$ cat config.mk
export PLATFORM = sky130hd
export DESIGN_NAME = id_redirect
export DESIGN_NICKNAME = d
export VERILOG_FILES = /design/src/rtl/id_redirect.sv
export SDC_FILE = /design/constraint.sdc
export NUM_CORES = 1
export LEC_CHECK = 0
export ABC_AREA = 1
export CORE_MARGIN = 1.5
export CORE_UTILIZATION = 50
export CTS_CLUSTER_SIZE = 40
export DETAILED_ROUTE_END_ITERATION = 6
export PLACE_DENSITY = 0.92
export SLEW_MARGIN = 30
export SYNTH_ARGS = -nofsm -noshare
export SYNTH_HDL_FRONTEND = slang
export SYNTH_SLANG_ARGS = --single-unit
$ cat constraint.sdc
create_clock -name clk -period 7.09 [get_ports clk]
set_input_delay 1.0635 -clock clk [delete_from_list [all_inputs] [get_ports clk]]
set_output_delay 1.0635 -clock clk [all_outputs]
set_load 0.01 [all_outputs]
$ cat src/rtl/id_redirect.sv
// id_redirect: IF/ID pipeline register with decode-stage branch/jump
// resolution, load-use and branch-operand stalls, and event counters.
module id_redirect #(
    parameter int WIDTH = 32
) (
    input  logic             clk,
    input  logic             rst,
    input  logic [WIDTH-1:0] instr_fetch,
    input  logic [WIDTH-1:0] pc_fetch,
    input  logic [WIDTH-1:0] rd1_decode,
    input  logic [WIDTH-1:0] rd2_decode,
    input  logic [WIDTH-1:0] alu_out_mem,
    input  logic             regwrite_ex,
    input  logic             memtoreg_ex,
    input  logic [4:0]       writereg_ex,
    input  logic             regwrite_mem,
    input  logic             memtoreg_mem,
    input  logic [4:0]       writereg_mem,
    output logic [WIDTH-1:0] instr_decode,
    output logic [WIDTH-1:0] pc_plus4_decode,
    output logic             valid_decode,
    output logic [4:0]       rs_decode,
    output logic [4:0]       rt_decode,
    output logic             pcsrc_decode,
    output logic             jump_decode,
    output logic [WIDTH-1:0] pc_branch,
    output logic [WIDTH-1:0] pc_jump,
    output logic             stall_pc,
    output logic             flush_decode,
    output logic             flush_ex,
    output logic [31:0]      stall_count,
    output logic [31:0]      redirect_count
);

    localparam logic [5:0] OP_J   = 6'h02;
    localparam logic [5:0] OP_JAL = 6'h03;
    localparam logic [5:0] OP_BEQ = 6'h04;
    localparam logic [5:0] OP_BNE = 6'h05;

    typedef struct packed {
        logic [WIDTH-1:0] instr;
        logic [WIDTH-1:0] pc;
        logic             valid;
    } if_id_t;

    if_id_t if_id_q;
    if_id_t if_id_d;

    logic [5:0]       opcode;
    logic [15:0]      imm;
    logic             is_beq;
    logic             is_bne;
    logic             is_jmp;
    logic             is_branch;
    logic             fwd_a;
    logic             fwd_b;
    logic [WIDTH-1:0] op_a;
    logic [WIDTH-1:0] op_b;
    logic             taken;
    logic             ex_hit;
    logic             mem_hit;
    logic             lwstall;
    logic             brstall;
    logic             stall;

    assign instr_decode    = if_id_q.instr;
    assign pc_plus4_decode = if_id_q.pc;
    assign valid_decode    = if_id_q.valid;
    assign rs_decode       = if_id_q.instr[25:21];
    assign rt_decode       = if_id_q.instr[20:16];
    assign opcode          = if_id_q.instr[31:26];
    assign imm             = if_id_q.instr[15:0];

    always_comb begin
        is_beq = 1'b0;
        is_bne = 1'b0;
        is_jmp = 1'b0;
        if (valid_decode) begin
            unique case (opcode)
                OP_BEQ:       is_beq = 1'b1;
                OP_BNE:       is_bne = 1'b1;
                OP_J, OP_JAL: is_jmp = 1'b1;
                default:      ;
            endcase
        end
    end

    assign is_branch = is_beq | is_bne;

    // Branch operands may come straight from the MEM-stage ALU result
    assign fwd_a = (rs_decode != 5'd0) && (rs_decode == writereg_mem)
                   && regwrite_mem;
    assign fwd_b = (rt_decode != 5'd0) && (rt_decode == writereg_mem)
                   && regwrite_mem;
    assign op_a  = fwd_a ? alu_out_mem : rd1_decode;
    assign op_b  = fwd_b ? alu_out_mem : rd2_decode;

    assign taken = (is_beq & (op_a == op_b)) | (is_bne & (op_a != op_b));

    assign pc_branch = if_id_q.pc
                     + {{(WIDTH-18){imm[15]}}, imm, 2'b00};
    assign pc_jump   = {if_id_q.pc[WIDTH-1:WIDTH-4],
                        if_id_q.instr[25:0], 2'b00};

    assign ex_hit  = (writereg_ex != 5'd0)
                   && ((writereg_ex == rs_decode)
                    || (writereg_ex == rt_decode));
    assign mem_hit = (writereg_mem != 5'd0)
                   && ((writereg_mem == rs_decode)
                    || (writereg_mem == rt_decode));

    assign lwstall = memtoreg_ex & ex_hit;
    assign brstall = is_branch
                   & ((regwrite_ex & ex_hit) | (memtoreg_mem & mem_hit));
    assign stall   = valid_decode & (lwstall | brstall);

    // A stall defers any redirect until the operands are final
    assign stall_pc     = stall;
    assign flush_ex     = stall;
    assign pcsrc_decode = taken & ~stall;
    assign jump_decode  = is_jmp & ~stall;
    assign flush_decode = pcsrc_decode | jump_decode;

    always_comb begin
        if_id_d = if_id_q;
        unique case (1'b1)
            stall:        ;
            flush_decode: if_id_d = '0;
            default: begin
                if_id_d.instr = instr_fetch;
                if_id_d.pc    = pc_fetch;
                if_id_d.valid = 1'b1;
            end
        endcase
    end

    always_ff @(posedge clk or posedge rst) begin
        if (rst) begin
            if_id_q        <= '0;
            stall_count    <= 32'd0;
            redirect_count <= 32'd0;
        end else begin
            if_id_q <= if_id_d;
            if (stall && (stall_count != 32'hFFFF_FFFF))
                stall_count <= stall_count + 32'd1;
            if (flush_decode && (redirect_count != 32'hFFFF_FFFF))
                redirect_count <= redirect_count + 32'd1;
        end
    end

endmodule

; Word-level counts from Yosys, hierarchy flattened
; Cells that the tools add are included.
[word_totals]
ff_bits = 129
input_bits = 176
out_inout_bits = 208
word_cells = 61
[classes]
addsub = 3
eq_ne = 14
mux = 9
bitwise_logic = 15
n_reduce_logical = 15
[op_table]
columns = cell, count
row1 = case mux 65 bit (2 select lines), 1
row2 = adder 32 x 1 -> 32 bit (second input constant), 2
row3 = two-way mux 32 bit, 2
row4 = inequality test 32 bit (second input constant), 2
row5 = adder 32 bit, 1
row6 = equality test 32 bit, 1
row7 = inequality test 32 bit, 1
row8 = equality test 5 bit, 6
row9 = nonzero test 5 bit, 4
row10 = equality test 6 x 2 -> 1 bit (second input constant), 2
row11 = equality test 6 x 3 -> 1 bit (second input constant), 2
row12 = bitwise AND 1 bit, 9
row13 = logical AND 1 bit, 8
row14 = two-way mux 1 bit, 6
row15 = OR 1 bit, 5
row16 = logical OR 1 bit, 2
row17 = OR reduction 2 bit, 1
row18 = inverter 1 bit, 1

; Depth between registers and ports, before layout
[depth]
ltp_word = 12
ltp_mapped = 24
mapped_depth_nobuf = 22

; Worst setup path after synthesis
; No wires, ideal clock.
[synth_path]
kind = flip-flop to output port
start = register if_id_q, in the netlist instr_decode[0]
end = output port pc_branch[26]
arrival_time_ns = 2.849
path_slack_ns = 3.177
path_stages_with_launch = 13
path_cell_list = dfrtp_1 -> ha_1 -> inv_1 -> fa_1 -> o21ai_0 -> a21oi_1 -> o21ai_0 -> a21oi_1 -> o21ai_0 -> a21oi_1 -> o21ai_0 -> a21oi_1 -> xnor2_1
[synth_via]
elab_chain_len = 1
[synth_rtl]
columns = element, line_no
row1 = "start, declared", 46  ; if_id_t if_id_q;
row2 = "start signal, assigned", 143  ; if_id_q <= if_id_d;
row3 = adder 32 bit, 101  ; + {{(WIDTH-18){imm[15]}}, imm, 2'b00};
row4 = "end, declared", 26  ; output logic [WIDTH-1:0] pc_branch,
; Every way passes these cells.

; Final worst setup path
; Same ends and word-level chain as after synthesis.

==> flow_metrics.py <==
metrics = {
    "run_status": {
        "status": "finished clean",
    },
    "routing": {
        "drt_wl_total_um": 38000,
        "routedWlPerCell_um": 16.7,
        "vias_per_cell": 5.41,
        "first_pass_iters": 5,
        "ant_nets": 0,
        "drt_iter0_drc": 1058,
        "vias": 12300,
        "drc": 0,
    },
    "place": {
        "gp_congestion": 0.952,
        "dp_hpwl_um": 28600,
        "port-buffer-count": 381,
    },
    "sta": {
        "finalHoldViolCount": 0,
        "rsz0062_at_grt": "no",
        "fmax_mhz": 175,
        "clock_skew_ns": 0.0163,
        "relSlewSlack_pct": 45.9,
        "setup_violations": 0,
        "worstMarginPinSlew_ns": 0.811,
        "post-route-min-period_ns": 5.72,
        "min_period_over_period_pct": 80.6,
        "fin_setup_tns_ns": 0,
        "slew_viol_final": 0,
    },
    "clock_tree": {
        "cts.clk_slew.worst_paths_ns": 0.07,
        "cts_hold_buf": 0,
        "cts_buffers": 17,
        "root_buffer": "clkbuf_16",
        "cts_tree": "done",
        "clock_path_buffers": 2,
        "clock_sinks": 129,
        "clock_latency_ns": 0.43,
        "cts_resized": 0,
        "cts_setup_buffers": 0,
        "cts.htree.levels": 4,
    },
    "die": {
        "io_pins": 384,
        "dieArea_mm2": 0.0222,
        "start_util_pct": 50.9,
        "core_area_mm2": 0.0210,
        "die_y_um": 149,
        "rows": 53,
        "dieWidth_um": 149,
    },
    "synth": {
        "synth_edf_count": 0,
        "synth_cell_types": 42,
        "yosys_most_used_dff": "dfrtp_1",
        "synth_warnings": 0,
        "synth.avg_cell_area_um2": 6.40,
        "synthCells": 1666,
        "ys_async_sr_fraction_pct": 100,
        "ys_ff_latch": 129,
        "seq_area_frac_synth_pct": 30.3,
        "synth_area_mm2": 0.0107,
    },
    "layout": {
        "fin_nets": 2188,
        "filler_cell_count": 1655,
        "area_growth_pct": 40.5,
        "regArea_mm2": 0.00323,
        "layout_commonest_cell": "nand2_1",
        "final_cell_mix": "nand2_1 (572), clkdlybuf4s50_1 (381), inv_1 (264)",
        "multiInputGateArea_mm2": 0.00585,
        "final_core_util_pct": 71.4,
        "drive_gt1_share_pct": 2.86,
    },
    "critical_path": {
        "criticalPathCategory": "reg -> out",
        "r2r_start": "instr_decode[23]$_DFFE_PP0N_",
        "setup.worst_path.end_class": "primary output",
        "required_ns": 6.03,
        "arrival_ns": 4.65,
        "cp_max_fo": 4,
        "cp-start-kind": "register",
        "startpoint": "instr_decode[0]$_DFFE_PP0N_",
    },
    "min_path": {
        "hp-class": "reg -> reg",
        "min-delay-start": "stall_count[30]$_DFFE_PP0P_",
    },
    "global_route": {
        "antenna_found_initial": 1,
        "track_usage_pct": 33.7,
        "overflow": 0,
        "grt_pass1_vias": 11600,
        "grt_start_max_net_pins": 67,
        "grt_pass1_wl_um": 59300,
    },
    "flow_run": {
        "maxCapViolCount": 0,
    },
    "pwr": {
        "ir_worst_vdd_mv": 0.172,
        "p_leak_nw": 7.32,
        "powerDensity_mw_per_mm2": 215,
    },
}
==> critical path, stage by stage (launching register included) <==
cell and delay [ns]:
dfrtp_1 0.43, ha_1 0.19, inv_1 0.05, fa_1 0.40, o21ai_0 0.43, a21oi_1 0.25, o21ai_0 0.43, a21oi_1 0.25
o21ai_0 0.37, a21oi_1 0.20, o21ai_0 0.32, a21oi_1 0.13, xnor2_1 0.22, clkdlybuf4s50_1 0.59
==> final timing paths <==
check	endpoint	depth (start not counted)	slack (ns)
worst min register to register	stall_count[30]$_DFFE_PP0P_	1	0.51
min in group asynchronous	instr_decode[19]$_DFFE_PP0N_	2	1.11
worst max register to register	redirect_count[13]$_DFFE_PP0P_	23	2.96
worst min-delay path	stall_count[30]$_DFFE_PP0P_	1	0.51
worst max-delay path	pc_branch[26]	13	1.37
max in group asynchronous	instr_decode[23]$_DFFE_PP0N_	3	4.69
==> power by group <==
| group | total [mW] | internal, mW | leakage [nW] | switching, mW |
|---|---|---|---|---|
| combinational | 1.36 | 0.658 | 5.41 | 0.698 |
| clock | 0.913 | 0.532 | 0.292 | 0.381 |
| sequential | 0.947 | 0.824 | 1.62 | 0.123 |
==> per-layer routing <==
metal | up-vias | share of wire (%) | global-route usage (%)
met5 | - | 0 | 0
met4 | 0 | 4.0 | 13.9
met3 | 101 | 9.7 | 7.71
met2 | 680 | 48 | 57.0
met1 | 5631 | 39 | 41.2
li1 | 5863 | - | -
==> final cells by class <==
cell class              instances  share of cell area [%]
multi-input cells            1171                    39.1
well taps                     275                    2.30
clock buffers                  18                    2.87
diodes                          2                  0.0334
flip-flops and latches        129                    21.6
inverters                     268                    6.75
clock inverters                14                    1.12
repair buffers                393                    26.3
==> cell families (layout without fill, tap and decap cells) <==
logic type / Yosys count / after routing / synth area share, %
adders and majority gates: 32 / 32 / 3.83
AOI/OAI and AO/OA: 159 / 159 / 8.21
xor gates and xnor gates: 83 / 83 / 6.82
DFF: 129 / 129 / 30.3
and+or+nand+nor: 895 / 895 / 35.8
buffers and inverters: 367 / 693 / 15.1
other: 1 / 4 / 0.0352
==> cells in the mapped netlist, types with 3 or more instances <==
cell      count  area (um2)
a21oi_1      32         160
a31oi_1       5        31.3
buf_2        16        80.1
buf_4        55         413
clkbuf_1     27         101
dfrtp_1     129        3230
ha_1         31         388
inv_1       265         995
inv_2         3        11.3
nand2_1     572        2150
nand3_1     102         510
nand4_1      71         444
nor2_1       89         334
nor3_1       31         155
nor3b_1       3        22.5
nor4_1       17         106
o211ai_1      4        30.0
o21ai_0      37         185
o21ai_1      54         270
o22ai_1      14        87.6
xnor2_1      25         219
xor2_1       58         508
==> metrics by stage <==
stage          worst slack (ns)  total power, mW  cells  hold slack [ns]  instance area, um2
6_report                   1.37             3.22   2270            0.506               15000
5_1_grt                    1.09             3.37   2269            0.525               15000
4_1_cts                    1.48             3.21   2268            0.508               15000
3_5_place_dp               1.52             2.29   2236            0.491               14400
3_3_place_gp               1.61             2.25   2234            0.484               14300
2_1_floorplan              2.59             1.61   1667            0.521               10700
==> flip-flops by register name (all words and copies together), names as in the netlist <==
register,cells
stall_count,32
redirect_count,32
valid_decode,1
instr_decode,32
pc_plus4_decode,32
(Power assumes the default switching activity.)
